<file path="src/rtl/branch_resolver_if.sv">
// ============================================================================
// Module   : branch_resolver_if
// Brief    : Fetch / predictor / execute handshake bundle for branch_resolver.
// Revision : 1.0 - initial release
// ============================================================================
`default_nettype none

interface branch_resolver_if #(
    parameter int DEPTH = 4,
    parameter int CNT_W = 16
);
    logic                       fetch_br;
    logic                       fetch_stall;
    logic                       pred_req;
    logic                       pred_in;
    logic                       resolve_valid;
    logic                       resolve_taken;
    logic                       resolve_ready;
    logic                       fb_result;
    logic                       fb_taken;
    logic                       mispredict;
    logic                       resolve_err;
    logic [$clog2(DEPTH):0]     occupancy;
    logic [CNT_W-1:0]           br_total;
    logic [CNT_W-1:0]           br_miss;

    // Environment side: fetch, predictor and execute.
    modport master (
        output fetch_br, pred_in, resolve_valid, resolve_taken,
        input  fetch_stall, pred_req, resolve_ready, fb_result, fb_taken,
               mispredict, resolve_err, occupancy, br_total, br_miss
    );

    // Resolver side.
    modport slave (
        input  fetch_br, pred_in, resolve_valid, resolve_taken,
        output fetch_stall, pred_req, resolve_ready, fb_result, fb_taken,
               mispredict, resolve_err, occupancy, br_total, br_miss
    );
endinterface

`default_nettype wire

</file>
<file path="src/rtl/branch_resolver.sv">
// ============================================================================
// Module   : branch_resolver
// Brief    : In-order branch prediction tracking queue with mispredict flush.
//            Optional statistics counters under BRANCH_RESOLVER_STATS_EN.
// Revision : 1.0 - initial release
// ============================================================================
`default_nettype none

module branch_resolver #(
    parameter int DEPTH = 4,
    parameter int CNT_W = 16
) (
    input  logic                clk,
    input  logic                rst,
    branch_resolver_if.slave    bus
);
    localparam int PTR_W = $clog2(DEPTH);
    localparam int OCC_W = PTR_W + 1;
    localparam logic [OCC_W-1:0] C_FULL = OCC_W'(DEPTH);

    logic [DEPTH-1:0]   r_pred;
    logic [DEPTH-1:0]   r_filled;
    logic [PTR_W-1:0]   r_head;
    logic [PTR_W-1:0]   r_tail;
    logic [PTR_W-1:0]   r_cap_ptr;
    logic               r_cap_pend;
    logic [OCC_W-1:0]   r_occ;
    logic               r_fb_result;
    logic               r_fb_taken;
    logic               r_mispredict;
    logic               r_resolve_err;

    logic               w_stall;
    logic               w_req;
    logic               w_ready;
    logic               w_accept;
    logic               w_miss;
    logic               w_alloc;
    logic               w_pop;
    logic [OCC_W-1:0]   w_occ_nxt;

    assign w_stall  = (r_occ == C_FULL);
    assign w_req    = bus.fetch_br & ~w_stall;
    assign w_ready  = (r_occ != '0) & r_filled[r_head];
    assign w_accept = bus.resolve_valid & w_ready;
    assign w_miss   = w_accept & (bus.resolve_taken != r_pred[r_head]);
    // A flushing accept swallows any same-cycle allocation.
    assign w_alloc  = w_req & ~w_miss;
    assign w_pop    = w_accept & ~w_miss;

    always_comb begin
        w_occ_nxt = r_occ;
        case ({w_alloc, w_pop})
            2'b10:   w_occ_nxt = r_occ + 1'b1;
            2'b01:   w_occ_nxt = r_occ - 1'b1;
            default: w_occ_nxt = r_occ;
        endcase
    end

    always_ff @(posedge clk or posedge rst) begin
        if (rst) begin
            r_pred     <= '0;
            r_filled   <= '0;
            r_head     <= '0;
            r_tail     <= '0;
            r_cap_ptr  <= '0;
            r_cap_pend <= 1'b0;
            r_occ      <= '0;
        end else if (w_miss) begin
            r_filled   <= '0;
            r_head     <= '0;
            r_tail     <= '0;
            r_cap_pend <= 1'b0;
            r_occ      <= '0;
        end else begin
            // Capture, pop and allocate never hit the same slot: the captured
            // slot is unfilled so cannot be head, and head==tail only when
            // empty (no pop) or full (no alloc).
            if (r_cap_pend) begin
                r_pred[r_cap_ptr]   <= bus.pred_in;
                r_filled[r_cap_ptr] <= 1'b1;
            end
            if (w_pop) begin
                r_filled[r_head] <= 1'b0;
                r_head           <= r_head + 1'b1;
            end
            if (w_alloc) begin
                r_filled[r_tail] <= 1'b0;
                r_cap_ptr        <= r_tail;
                r_tail           <= r_tail + 1'b1;
            end
            r_cap_pend <= w_alloc;
            r_occ      <= w_occ_nxt;
        end
    end

    always_ff @(posedge clk or posedge rst) begin
        if (rst) begin
            r_fb_result   <= 1'b0;
            r_fb_taken    <= 1'b0;
            r_mispredict  <= 1'b0;
            r_resolve_err <= 1'b0;
        end else begin
            r_fb_result   <= w_accept;
            r_fb_taken    <= w_accept & bus.resolve_taken;
            r_mispredict  <= w_miss;
            r_resolve_err <= bus.resolve_valid & ~w_ready;
        end
    end

`ifdef BRANCH_RESOLVER_STATS_EN
    logic [CNT_W-1:0] r_total;
    logic [CNT_W-1:0] r_miss_cnt;

    always_ff @(posedge clk or posedge rst) begin
        if (rst) begin
            r_total    <= '0;
            r_miss_cnt <= '0;
        end else begin
            if (w_accept && (r_total != '1))
                r_total <= r_total + 1'b1;
            if (w_miss && (r_miss_cnt != '1))
                r_miss_cnt <= r_miss_cnt + 1'b1;
        end
    end

    assign bus.br_total = r_total;
    assign bus.br_miss  = r_miss_cnt;
`else
    assign bus.br_total = {CNT_W{1'b0}};
    assign bus.br_miss  = {CNT_W{1'b0}};
`endif

    assign bus.fetch_stall   = w_stall;
    assign bus.pred_req      = w_req;
    assign bus.resolve_ready = w_ready;
    assign bus.fb_result     = r_fb_result;
    assign bus.fb_taken      = r_fb_taken;
    assign bus.mispredict    = r_mispredict;
    assign bus.resolve_err   = r_resolve_err;
    assign bus.occupancy     = r_occ;

endmodule

`default_nettype wire

</file>
<file path="src/flat_wrapper.sv">
// flat-port wrapper written by rule: the top's interface ports become plain ports
module branch_resolver_flat 
#(
    parameter int DEPTH = 4,
    parameter int CNT_W = 16
)
  (clk, rst, bus_fetch_br, bus_pred_in, bus_resolve_valid, bus_resolve_taken, bus_fetch_stall, bus_pred_req, bus_resolve_ready, bus_fb_result, bus_fb_taken, bus_mispredict, bus_resolve_err, bus_occupancy, bus_br_total, bus_br_miss);
  branch_resolver_if #(.DEPTH(DEPTH), .CNT_W(CNT_W)) bus_i ();
  input  logic clk;
  input  logic rst;
  input wire logic [$bits(bus_i.fetch_br)-1:0] bus_fetch_br;
  input wire logic [$bits(bus_i.pred_in)-1:0] bus_pred_in;
  input wire logic [$bits(bus_i.resolve_valid)-1:0] bus_resolve_valid;
  input wire logic [$bits(bus_i.resolve_taken)-1:0] bus_resolve_taken;
  output wire logic [$bits(bus_i.fetch_stall)-1:0] bus_fetch_stall;
  output wire logic [$bits(bus_i.pred_req)-1:0] bus_pred_req;
  output wire logic [$bits(bus_i.resolve_ready)-1:0] bus_resolve_ready;
  output wire logic [$bits(bus_i.fb_result)-1:0] bus_fb_result;
  output wire logic [$bits(bus_i.fb_taken)-1:0] bus_fb_taken;
  output wire logic [$bits(bus_i.mispredict)-1:0] bus_mispredict;
  output wire logic [$bits(bus_i.resolve_err)-1:0] bus_resolve_err;
  output wire logic [$bits(bus_i.occupancy)-1:0] bus_occupancy;
  output wire logic [$bits(bus_i.br_total)-1:0] bus_br_total;
  output wire logic [$bits(bus_i.br_miss)-1:0] bus_br_miss;
  assign bus_i.fetch_br = bus_fetch_br;
  assign bus_i.pred_in = bus_pred_in;
  assign bus_i.resolve_valid = bus_resolve_valid;
  assign bus_i.resolve_taken = bus_resolve_taken;
  assign bus_fetch_stall = bus_i.fetch_stall;
  assign bus_pred_req = bus_i.pred_req;
  assign bus_resolve_ready = bus_i.resolve_ready;
  assign bus_fb_result = bus_i.fb_result;
  assign bus_fb_taken = bus_i.fb_taken;
  assign bus_mispredict = bus_i.mispredict;
  assign bus_resolve_err = bus_i.resolve_err;
  assign bus_occupancy = bus_i.occupancy;
  assign bus_br_total = bus_i.br_total;
  assign bus_br_miss = bus_i.br_miss;
  branch_resolver #(.DEPTH(DEPTH), .CNT_W(CNT_W)) u_core (.clk(clk), .rst(rst), .bus(bus_i));
endmodule
</file>
<file path="config.mk">
export PLATFORM = sky130hd
export DESIGN_NAME = branch_resolver_flat
export DESIGN_NICKNAME = d
export VERILOG_FILES = /design/src/rtl/branch_resolver_if.sv /design/src/rtl/branch_resolver.sv /design/src/flat_wrapper.sv
export SDC_FILE = /design/constraint.sdc
export NUM_CORES = 1
export LEC_CHECK = 0
export CAP_MARGIN = 20
export CORE_MARGIN = 2
export CORE_UTILIZATION = 35
export DETAILED_ROUTE_END_ITERATION = 6
export SKIP_LAST_GASP = 1
export SLEW_MARGIN = 20
export SYNTH_ARGS = -nofsm -noshare
export SYNTH_HDL_FRONTEND = slang
export SYNTH_SLANG_ARGS = --single-unit
</file>
<file path="constraint.sdc">
create_clock -name clk -period 2.6 [get_ports clk]
set_input_delay 0.26 -clock clk [delete_from_list [all_inputs] [get_ports clk]]
set_output_delay 0.26 -clock clk [all_outputs]
set_load 0.03 [all_outputs]
</file>
* Word-level counts from Yosys, hierarchy flattened
Cells that the tools add are included.
** Storage, ports and cells
- Register bits :: 22
- Input bits :: 6
- Output and inout port bits :: 42
- Word-level logic and storage cells :: 74
** Operators by class
- Add/subtract/negate cells :: 4
- Magnitude comparators :: 6
- Equality and inequality tests :: 4
- Multiplexer cells :: 24
- Bitwise gates (word level) :: 16
- Reduce and logical (&&, ||, !) cells :: 9
** Operators with widths (number)
- 4-bit two-way mux :: 6
- 2-bit by 3-bit less-than comparator with 1-bit output (second input constant) :: 3
- 1-bit bitwise AND :: 8
- 4-bit bitwise AND :: 2
- 2-bit two-way mux :: 4
- 4-bit inverter :: 2
- 1-bit demux with 2-bit select :: 3
- 2-bit by 1-bit greater-or-equal comparator with 1-bit output (second input constant) :: 3
- 1-bit two-way mux :: 6
- 3-bit case mux with 2 select lines :: 1
- 3-bit nonzero test :: 2
- 2-bit by 1-bit adder with 2-bit output (second input constant) :: 2
- 1-bit binary-select mux with 2-bit select :: 2
- 4-bit bitwise mux :: 1
- 4-bit bitwise OR :: 1
- 2-bit AND reduction :: 2
- 2-bit nonzero test :: 2
- 3-bit by 1-bit adder with 3-bit output (second input constant) :: 1
- 3-bit equality test (second input constant) :: 1
- 1-bit logical AND :: 3
- 3-bit two-way mux :: 1
- 1-bit inverter :: 3
- 3-bit by 1-bit subtractor with 3-bit output (second input constant) :: 1
- 2-bit by 1-bit equality test with 1-bit output (second input constant) :: 1
- other kinds (2) :: 2

* Longest topological paths before layout
Gate-level depths: netlist of the first run.
- Word-level depth :: 13
- Mapped depth :: 9
- Depth with buffers taken out :: 9

* Worst setup path after synthesis of the first run
No wires, ideal clock.
- Path type :: flip-flop to flip-flop
- From :: register u_core.r_occ[2] (netlist: u_core.bus.occupancy[2])
- To :: register u_core.r_occ[1] (netlist: u_core.bus.occupancy[1])
- Setup time :: 0.121 ns
- Arrival :: 2.876 ns
- Path slack :: -0.397 ns
- Cell stages (with the launch flop) :: 8
- Path through :: dfrtp_1 nor3b_1 nand2b_1 inv_1 buf_1 nor2_1 fa_1 a22o_1
** RTL lines
- from (decl) :: line branch_resolver.sv:27 : logic [OCC_W-1:0] r_occ;
- from (signal assigned) :: line branch_resolver.sv:93 : r_occ <= w_occ_nxt;
- 3-bit equality test * :: line branch_resolver.sv:42 : assign w_stall = (r_occ == C_FULL);
- via bus_fetch_stall :: line flat_wrapper.sv:15 : output wire logic [$bits(bus_i.fetch_stall)-1:0] bus_fetch_stall;
- 1-bit inverter * :: line branch_resolver.sv:43 : assign w_req = bus.fetch_br & ~w_stall;
- 1-bit bitwise AND * :: line branch_resolver.sv:43
- via bus_pred_req :: line flat_wrapper.sv:16 : output wire logic [$bits(bus_i.pred_req)-1:0] bus_pred_req;
- 1-bit bitwise AND * :: line branch_resolver.sv:48 : assign w_alloc = w_req & ~w_miss;
- 2-bit by 1-bit equality test with 1-bit output / 2-bit equality test (equally long branches) :: line branch_resolver.sv:53 : case ({w_alloc, w_pop})
- 3-bit case mux with 2 select lines :: line branch_resolver.sv:53
- 3-bit two-way mux :: line branch_resolver.sv:69 : end else if (w_miss) begin
The timed path passes the listed nets; every way through them passes the cells marked *.
A chain may end at the register's enable or synchronous reset.

* Worst setup path in the final report of the first run
- From :: register u_core.r_head[0]
- To :: register u_core.r_occ[2] (netlist: u_core.bus.occupancy[2])
** On the way
- Cells in the longest elaborated chain, start to end :: 10
** Ends and longest elaborated chain
- from (decl) :: line branch_resolver.sv:23 : logic [PTR_W-1:0] r_head;
- from (signal assigned) :: line branch_resolver.sv:85 : r_head <= r_head + 1'b1;
- 1-bit binary-select mux with 2-bit select * :: line branch_resolver.sv:44 : assign w_ready = (r_occ != '0) & r_filled[r_head];
- 1-bit two-way mux (implied by the code) * :: line branch_resolver.sv:44
- 1-bit bitwise AND * :: line branch_resolver.sv:44
- 1-bit bitwise AND * :: line branch_resolver.sv:45 : assign w_accept = bus.resolve_valid & w_ready;
- via u_core.w_accept :: line branch_resolver.sv:36 : logic w_accept;
- 1-bit bitwise AND :: line branch_resolver.sv:46 : assign w_miss = w_accept & (bus.resolve_taken != r_pred[r_head]);
- 1-bit inverter (no source line)
- 1-bit bitwise AND (on tied branches) :: line branch_resolver.sv:49, branch_resolver.sv:48
- 2-bit by 1-bit equality test with 1-bit output / 2-bit equality test (equally long branches) :: line branch_resolver.sv:53
- 3-bit case mux with 2 select lines :: line branch_resolver.sv:53
- 3-bit two-way mux :: line branch_resolver.sv:69
The timed path passes the listed nets; every way through them passes the cells marked *. The select of a mux whose other input is x is not followed.

==> flow_results.org, run 1 <==
** Cells and area
- Final core area utilization :: 41.4%
- Final std cells w/o fill :: 217
- Leaving out fill and tap cells, the most frequent cell in the layout is sky130_fd_sc_hd__conb_1.
- In the final design database the tool counted 183 nets.
- Proportion of layout cells with a drive suffix above 1 :: 14.4%
- Number of inserted diodes :: 0
- Area added between synthesis and finish :: 13.9%
- Filler cells :: 411
- Leaving out fill and tap cells, the most frequent cells in the layout are 32 x sky130_fd_sc_hd__conb_1, 22 x sky130_fd_sc_hd__dfrtp_1, 15 x sky130_fd_sc_hd__clkdlybuf4s50_1.

** Setup path
- List of cells traversed by the critical path :: mux4_2 > o311ai_4 > inv_2 > o21ai_0 > nor2_1 > fa_1 > a211oi_1 > a2bb2oi_1
- Data required, critical path :: 2.79 ns
- Slowest cell on the critical path :: sky130_fd_sc_hd__mux4_2
- Critical Path End Type :: register
- Startpoint of the most critical register-to-register path :: u_core.r_head[0]
- In this run the register-to-register setup slack is 0.22 ns.
- Worst-path maximum fanout :: 5
- Endpoint arrival time on the critical path :: 2.57 ns
- R2r endpoint :: u_core.bus.occupancy[2]
- In this run the number of cells on the critical path is 8.
- Cell count of the worst reg-to-reg path :: 8
- The worst setup path is of the reg2reg kind.
- Counting both buffers and inverters, the worst setup path holds a total of 1.
- Delay contributed by the slowest stage of the critical path :: 0.56 ns
- STA classifies the critical path startpoint as a register.
- Family with the most delay on the worst path :: compound AO/OA/AOI/OAI gates

** CTS
- After clock tree synthesis, the clock-pin slew on the worst setup and hold paths is 0.08 ns.
- Buffer cell driving the clock tree root :: sky130_fd_sc_hd__clkbuf_8
- No sink is reached through more buffers than the 2 on the longest clock path.
- Buffers inserted during clock tree synthesis total 3.
- Insertion delay of the later-clocked pin in the worst-skew pair :: 0.26 ns
- The number of gates resized after CTS was 0.
- Post-CTS Hold Buffers :: 0
- H-tree depth :: 1
- Setup Buffers After CTS :: 0
- TritonCTS clock tree :: done
- Clock sink count :: 22

** Route
- Routed length per placed instance :: 12.1 µm
- Remaining number of nets flagged by the antenna check after routing :: 0
- Violation count after the first detailed-route iteration :: 45
- After detailed routing, the total wire length is 2.63 mm.
- Number of iterations in the first detailed-routing pass :: 4
- Detailed routing inserted a total of 973 vias.
- For this run, design rule violations remaining after detail routing come to 0.
- After detailed routing, the number of vias per cell comes to 4.48.

** Status
- The flow ran to the end, and the final reports show no timing, DRC or antenna violations.

** Floorplanning
- The die covers 0.00472 mm².
- For this design the top-level I/O count stands at 48.
- The core region is 0.00403 mm².
- Die Span X :: 68.7 µm
- From bottom edge to top edge, the die measures 68.7 µm.
- Placement row count :: 23
- For this configuration, the core starts out at a cell density of 36.4%.

** Timing
- Final Critical Period :: 2.38 ns
- The worst pin sits at a relative slew slack of 43.4%.
- Number of hold violations in the final report :: 0
- Timing-limited maximum frequency :: 421 MHz
- Setup violations remaining at the end of the flow were counted as 0.
- RSZ-0062 raised after global routing :: false
- The final critical path takes up 91.4% of the cycle.
- Clock skew on the completed layout was measured at 0.00534 ns.
- Slew Viols, Final :: 0
- For the final routed database, the setup TNS stands at 0 ns.
- Transition at the pin with the smallest max-transition slack :: 0.848 ns

** Yosys
- The most used flip-flop cell after synthesis is sky130_fd_sc_hd__dfrtp_1.
- sky130_fd_sc_hd__dfrtp_1 takes more of the synthesized area than any other cell.
- The synthesized design contains 22 register bits.
- For this run, the number of Yosys warnings is 0.
- Number of distinct library cell variants in the gate-level netlist after synthesis :: 39
- In this run the cell area of the synthesized design comes to 0.00147 mm².
- Post-synthesis average cell area :: 10.1 µm²
- Top area cells in the synthesized netlist :: sky130_fd_sc_hd__dfrtp_1 38%, sky130_fd_sc_hd__buf_4 16%, sky130_fd_sc_hd__ha_1 6.8%
- Gate count after technology mapping :: 145
- Counting flops with a built-in enable in the synthesized netlist gives 0.
- Part of the Yosys area used for sequential elements :: 37.6%
- Of the post-synthesis cell area, the dominant cell type holds 37.6%.
- FFs w/ async S/R, synth :: 100%

** Hold path
- The min-delay analysis places its worst path in the category in2async.

** GRT
- Residual overflow from global routing :: 0
- Number of global-route vias before repair :: 931
- Entering global routing, the biggest net connects 23 pins.
- Global routing consumed, over all layers together, 12.0% of the routing resources.
- For this run, global-route usage on met3 was measured as 2.92%.
- The first global-routing pass estimated 4.21 mm of wire.
- Initial antenna violation count :: 0
- Met1 layer usage reported by global route :: 13.5%
- Global routing consumed, on the met2 layer, 23.0% of the routing resources.
- Layer with the highest usage after global routing :: met2

** Placed design
- Placed Cells :: 213
- # port buffers :: 15
- The congestion estimate from routability-driven global placement came to 0.783.
- Detail Placement HPWL :: 2.10 mm

** Pwr
- Power density over the cells :: 1260 mW/mm²
- Across the VDD grid, the largest voltage drop is 332 µV.
- Reported leakage power :: 0.786 nW
- Overall power after layout :: 0.00210 W

** Run
- MaxCap Viol Count :: 0
## worst max-delay path by stage
| stage | to | slack [ns] | startpoint |
|---|---|---|---|
| 2_1_floorplan | u_core.bus.occupancy[1] | 0.20 | u_core.bus.occupancy[2] |
| 3_3_place_gp | u_core.bus.occupancy[2] | 0.18 | bus_resolve_taken |
| 3_5_place_dp | u_core.bus.occupancy[2] | 0.07 | bus_resolve_taken |
| 4_1_cts | u_core.bus.occupancy[2] | 0.21 | u_core.r_head[0] |
| 5_1_grt | u_core.bus.occupancy[2] | 0.08 | u_core.r_head[1] |
| 6_report | u_core.bus.occupancy[2] | 0.22 | u_core.r_head[0] |
## synth_stat cells, drive strengths merged (2+ instances only)
cell type,count
o21ai,8
nor2,8
nor3b,2
dfrtp,22
a31oi,2
ha,8
nand2,11
buf,35
mux2,6
inv,10
a211oi,3
nor3,3
a21oi,4
nand3,2
xnor2,2
mux2i,4
## sequential cells by signal, summed over array words and instances (netlist names), 2 cells and up
name,count
u_core.r_cap_ptr,2
u_core.r_tail,2
u_core.bus.occupancy,3
u_core.r_head,2
u_core.r_filled,4
u_core.r_pred,4
## kinds of logic (layout without fill, tap and decap cells)
logic type | after synthesis | count (layout) | share of synthesized area, %
muxes | 11 | 11 | 9.39
other | 1 | 32 | 0.256
xor gates and xnor gates | 2 | 2 | 1.20
buffers and inverters | 45 | 36 | 20.3
and+or+nand+nor | 31 | 31 | 11.2
adders and majority gates | 9 | 9 | 8.20
DFF | 22 | 22 | 37.6
AOI/OAI and AO/OA | 24 | 24 | 11.9
## routing by layer
layer	routed length (µm)	up-vias	part of all wire, %
met5	0	-	0
met4	10	0	0.38
met3	173	2	6.6
met2	1400	39	53
met1	1050	469	40
li1	-	463	-
## worst reg2reg max path, delay by kind of cell, from the launching register on
kind | cells | cell delay (ns)
AO/OA/AOI/OAI | 4 | 0.73
multiplexers | 1 | 0.56
adder cells (fa/ha/maj) | 1 | 0.43
flip-flops | 1 | 0.39
AND/OR/NAND/NOR | 1 | 0.12
buffers and inverters | 1 | 0.06
## stage by stage
stage               cell area [µm²]  hold slack, ns  worst slack (ns)
CTS                            1670           0.501             0.215
global route                   1670           0.552            0.0847
floorplan                      1590           0.249             0.195
detailed placement             1600           0.506            0.0679
global placement               1600           0.501             0.176
finish                         1670           0.467             0.223
## area by class of cell
| cell class | count | area [µm²] | share of cell area [%] |
|---|---|---|---|
| Clock buffer | 3 | 41.3 | 2.47 |
| Sequential cell | 22 | 551 | 33.0 |
| Clock inverter | 1 | 30.0 | 1.80 |
| Multi-Input combinational cell | 109 | 744 | 44.6 |
| Tap cell | 50 | 62.6 | 3.75 |
| Timing Repair Buffer | 22 | 203 | 12.1 |
| Inverter | 10 | 37.5 | 2.25 |
## power breakdown
part / switching, W / internal, W
sequential: 0.000165 / 0.000501
clock: 0.000112 / 0.000206
combinational: 0.000609 / 0.000510
No activity file was read; power rests on OpenSTA's default activity.
==> run 2, diff against run 1 <==
- CORE_ASPECT_RATIO: unset -> 0.6
==> flow_results.org, run 2 (synthesis gave the netlist of run 1 again) <==
** Timing
- Summed negative setup slack over all endpoints :: 0 ns
- Static timing analysis puts the maximum clock frequency at 414 MHz.
- Setup Viol. Count Final :: 0
- The final hold violation count came to 0.
- The final critical path takes up 92.8% of the cycle.
- RSZ-0062 raised after global routing :: false
- For the pin with the worst max-slew slack, the measured transition is 0.866 ns.
- Worst-case headroom to the max-slew limit :: 42.2%
- Clock skew on the completed layout was measured at 0.00762 ns.
- Across all setup checks in the final design, the least slack found is 0.186 ns.
- Slew Viols, Final :: 0
- Final Critical Period :: 2.41 ns

** Route
- In this run, the number of DRC markers left after iteration 0 of detailed routing was 19.
- Detailed routing inserted a total of 975 vias.
- Dividing the detail-routed via count by the number of cells gives 4.49.
- The count of nets left with antenna violations once routing finished came out at 0.
- Routed length per placed instance :: 12.9 µm
- After detailed routing, the number of remaining DRC violations is 0.
- Total routed wirelength :: 2.80 mm
- Before antenna repair, the detailed router went through 4 iterations.

** Setup path
- In this run the critical register-to-register path is launched from u_core.r_head[0].
- Launching instance or port of the critical path :: u_core.r_head[0]
- Data arrives at the worst endpoint at 2.61 ns.
- Of all nets on the critical path, the largest fanout is 5.
- The setup path with the least slack is of type reg2reg.
- R2R setup slack :: 0.19 ns
- Data required, critical path :: 2.80 ns
- End point of the critical path :: u_core.bus.occupancy[2]
- The worst register-to-register path ends at u_core.bus.occupancy[2].
- Cell count of the worst reg-to-reg path :: 8
- The worst setup path is captured at a register.
- STA classifies the critical path startpoint as a register.

** CTS
- Max Buffers Root-to-Sink :: 2
- Post-CTS Hold Buffers :: 0
- TritonCTS built the clock tree.
- Buffer cell driving the clock tree root :: sky130_fd_sc_hd__clkbuf_8
- For this design, the sink count on the clock tree is 22.
- Clock latency on the worst-skew pair, taken at its later pin, is 0.27 ns.
- Setup Buffers After CTS :: 0
- Clock-pin transition on the worst setup and hold timing paths :: 0.09 ns
- Counting the buffers created by CTS gives 3.
- After clock tree synthesis, the repair step resized 0 gates.
- H-tree depth :: 1

** Placed design
- Prior to clock tree synthesis, the placed netlist has a worst setup slack of 0.0536 ns.
- At the end of routability-driven placement, the weighted congestion stood at 0.808.
- During placement, the flow inserted port buffers numbering 15.
- Cell Area, Placed :: 0.00160 mm²
- Detail Placement HPWL :: 2.19 mm

** Floorplanning
- Die area :: 0.00474 mm²
- I/O pin total :: 48
- For this configuration, the core starts out at a cell density of 36.1%.
- In this run the core area contains 18 standard-cell rows.
- The floorplan step set the die width to 87.5 µm.
- Height of the die :: 54.1 µm
- CORE AREA :: 0.00405 mm²

** Cells and area
- 0 antenna diodes ended up in the layout.
- Post-route cell area :: 0.00165 mm²
- Filler cells :: 385
- In the layout the commonest cells are 32 x sky130_fd_sc_hd__conb_1, 22 x sky130_fd_sc_hd__dfrtp_1, 15 x sky130_fd_sc_hd__clkdlybuf4s50_1.
- The area growth from synthesis to layout is 12.8%.
- The post-route netlist has 14.4% of its cells at a drive strength greater than 1.
- The multi-input combinational cells in the finished layout cover a total of 744 µm².
- Most common cell after layout, fill and taps aside :: sky130_fd_sc_hd__conb_1
- The final layout contains 183 nets.
- Sequential standard cell area :: 551 µm²

** GRT
- For this run, the total global-route usage over all layers was measured as 12.6%.
- Maximum number of pins on one net before global-route repair :: 23
- The first global-routing pass estimated 4.37 mm of wire.
- Number of global-route vias before repair :: 913
- The number of antenna violations at the first check in global routing was 0.
- After global routing the overflow that remains totals 0.

** Status
- The run finished with clean final reports.

** Hold path
- The worst hold path belongs to the class in2async.

** Pwr
- Summed over all cells, the static leakage comes to 0.779 nW.
- For this design the ratio of total power to cell area is 1250 mW/mm².
- Max rail drop VDD :: 417 µV
- The design draws 0.00206 W.

** Run
- MaxCap Viol Count :: 0
-- run 2: stage by stage --
| step | cells | util [%] | hold slack, ns |
|---|---|---|---|
| global placement | 213 | 39.4 | 0.504 |
| floorplan | 176 | - | 0.249 |
| CTS | 217 | 40.8 | 0.519 |
| global route | 217 | 40.8 | 0.534 |
| finish | 217 | 40.8 | 0.481 |
| detailed placement | 213 | 39.4 | 0.504 |
-- run 2: cell type report --
class	count	area share [%]
Multi-Input combinational cell	109	45.0
Sequential cell	22	33.3
Timing Repair Buffer	22	12.3
Tap cell	50	3.79
Clock buffer	4	3.33
Inverter	10	2.27
-- run 2: where the power goes --
group / switching [W] / internal, W / total, W
registers: 0.000171 / 0.000501 / 0.000673
logic: 0.000620 / 0.000512 / 0.00113
clock network: 0.000118 / 0.000135 / 0.000253
-- run 2: critical path, stage by stage, from the launching register on --
cell and delay [ns]:
sky130_fd_sc_hd__dfrtp_1 0.39, sky130_fd_sc_hd__mux4_2 0.57, sky130_fd_sc_hd__o311ai_4 0.16, sky130_fd_sc_hd__inv_2 0.06, sky130_fd_sc_hd__o21ai_0 0.18, sky130_fd_sc_hd__nor2_1 0.12, sky130_fd_sc_hd__fa_1 0.43, sky130_fd_sc_hd__a211oi_1 0.24
sky130_fd_sc_hd__a2bb2oi_1 0.18
-- run 2: worst min-delay path by stage --
stage,end,slack [ns],cells past startpoint
3_3_place_gp,u_core.r_pred[0],0.50,1
5_1_grt,u_core.r_pred[0],0.53,1
3_5_place_dp,u_core.r_pred[0],0.50,1
4_1_cts,u_core.bus.fb_taken,0.52,2
6_report,u_core.bus.fb_result,0.48,2
2_1_floorplan,u_core.bus.fb_result,0.25,1
-- run 2: routing by layer --
metal | up-vias | track usage, % | share of wire [%]
met5 | - | 0 | 0
met4 | 0 | 3.33 | 0.43
met3 | 2 | 4.29 | 5.0
met2 | 23 | 19.7 | 44
met1 | 478 | 16.9 | 50
li1 | 472 | - | -
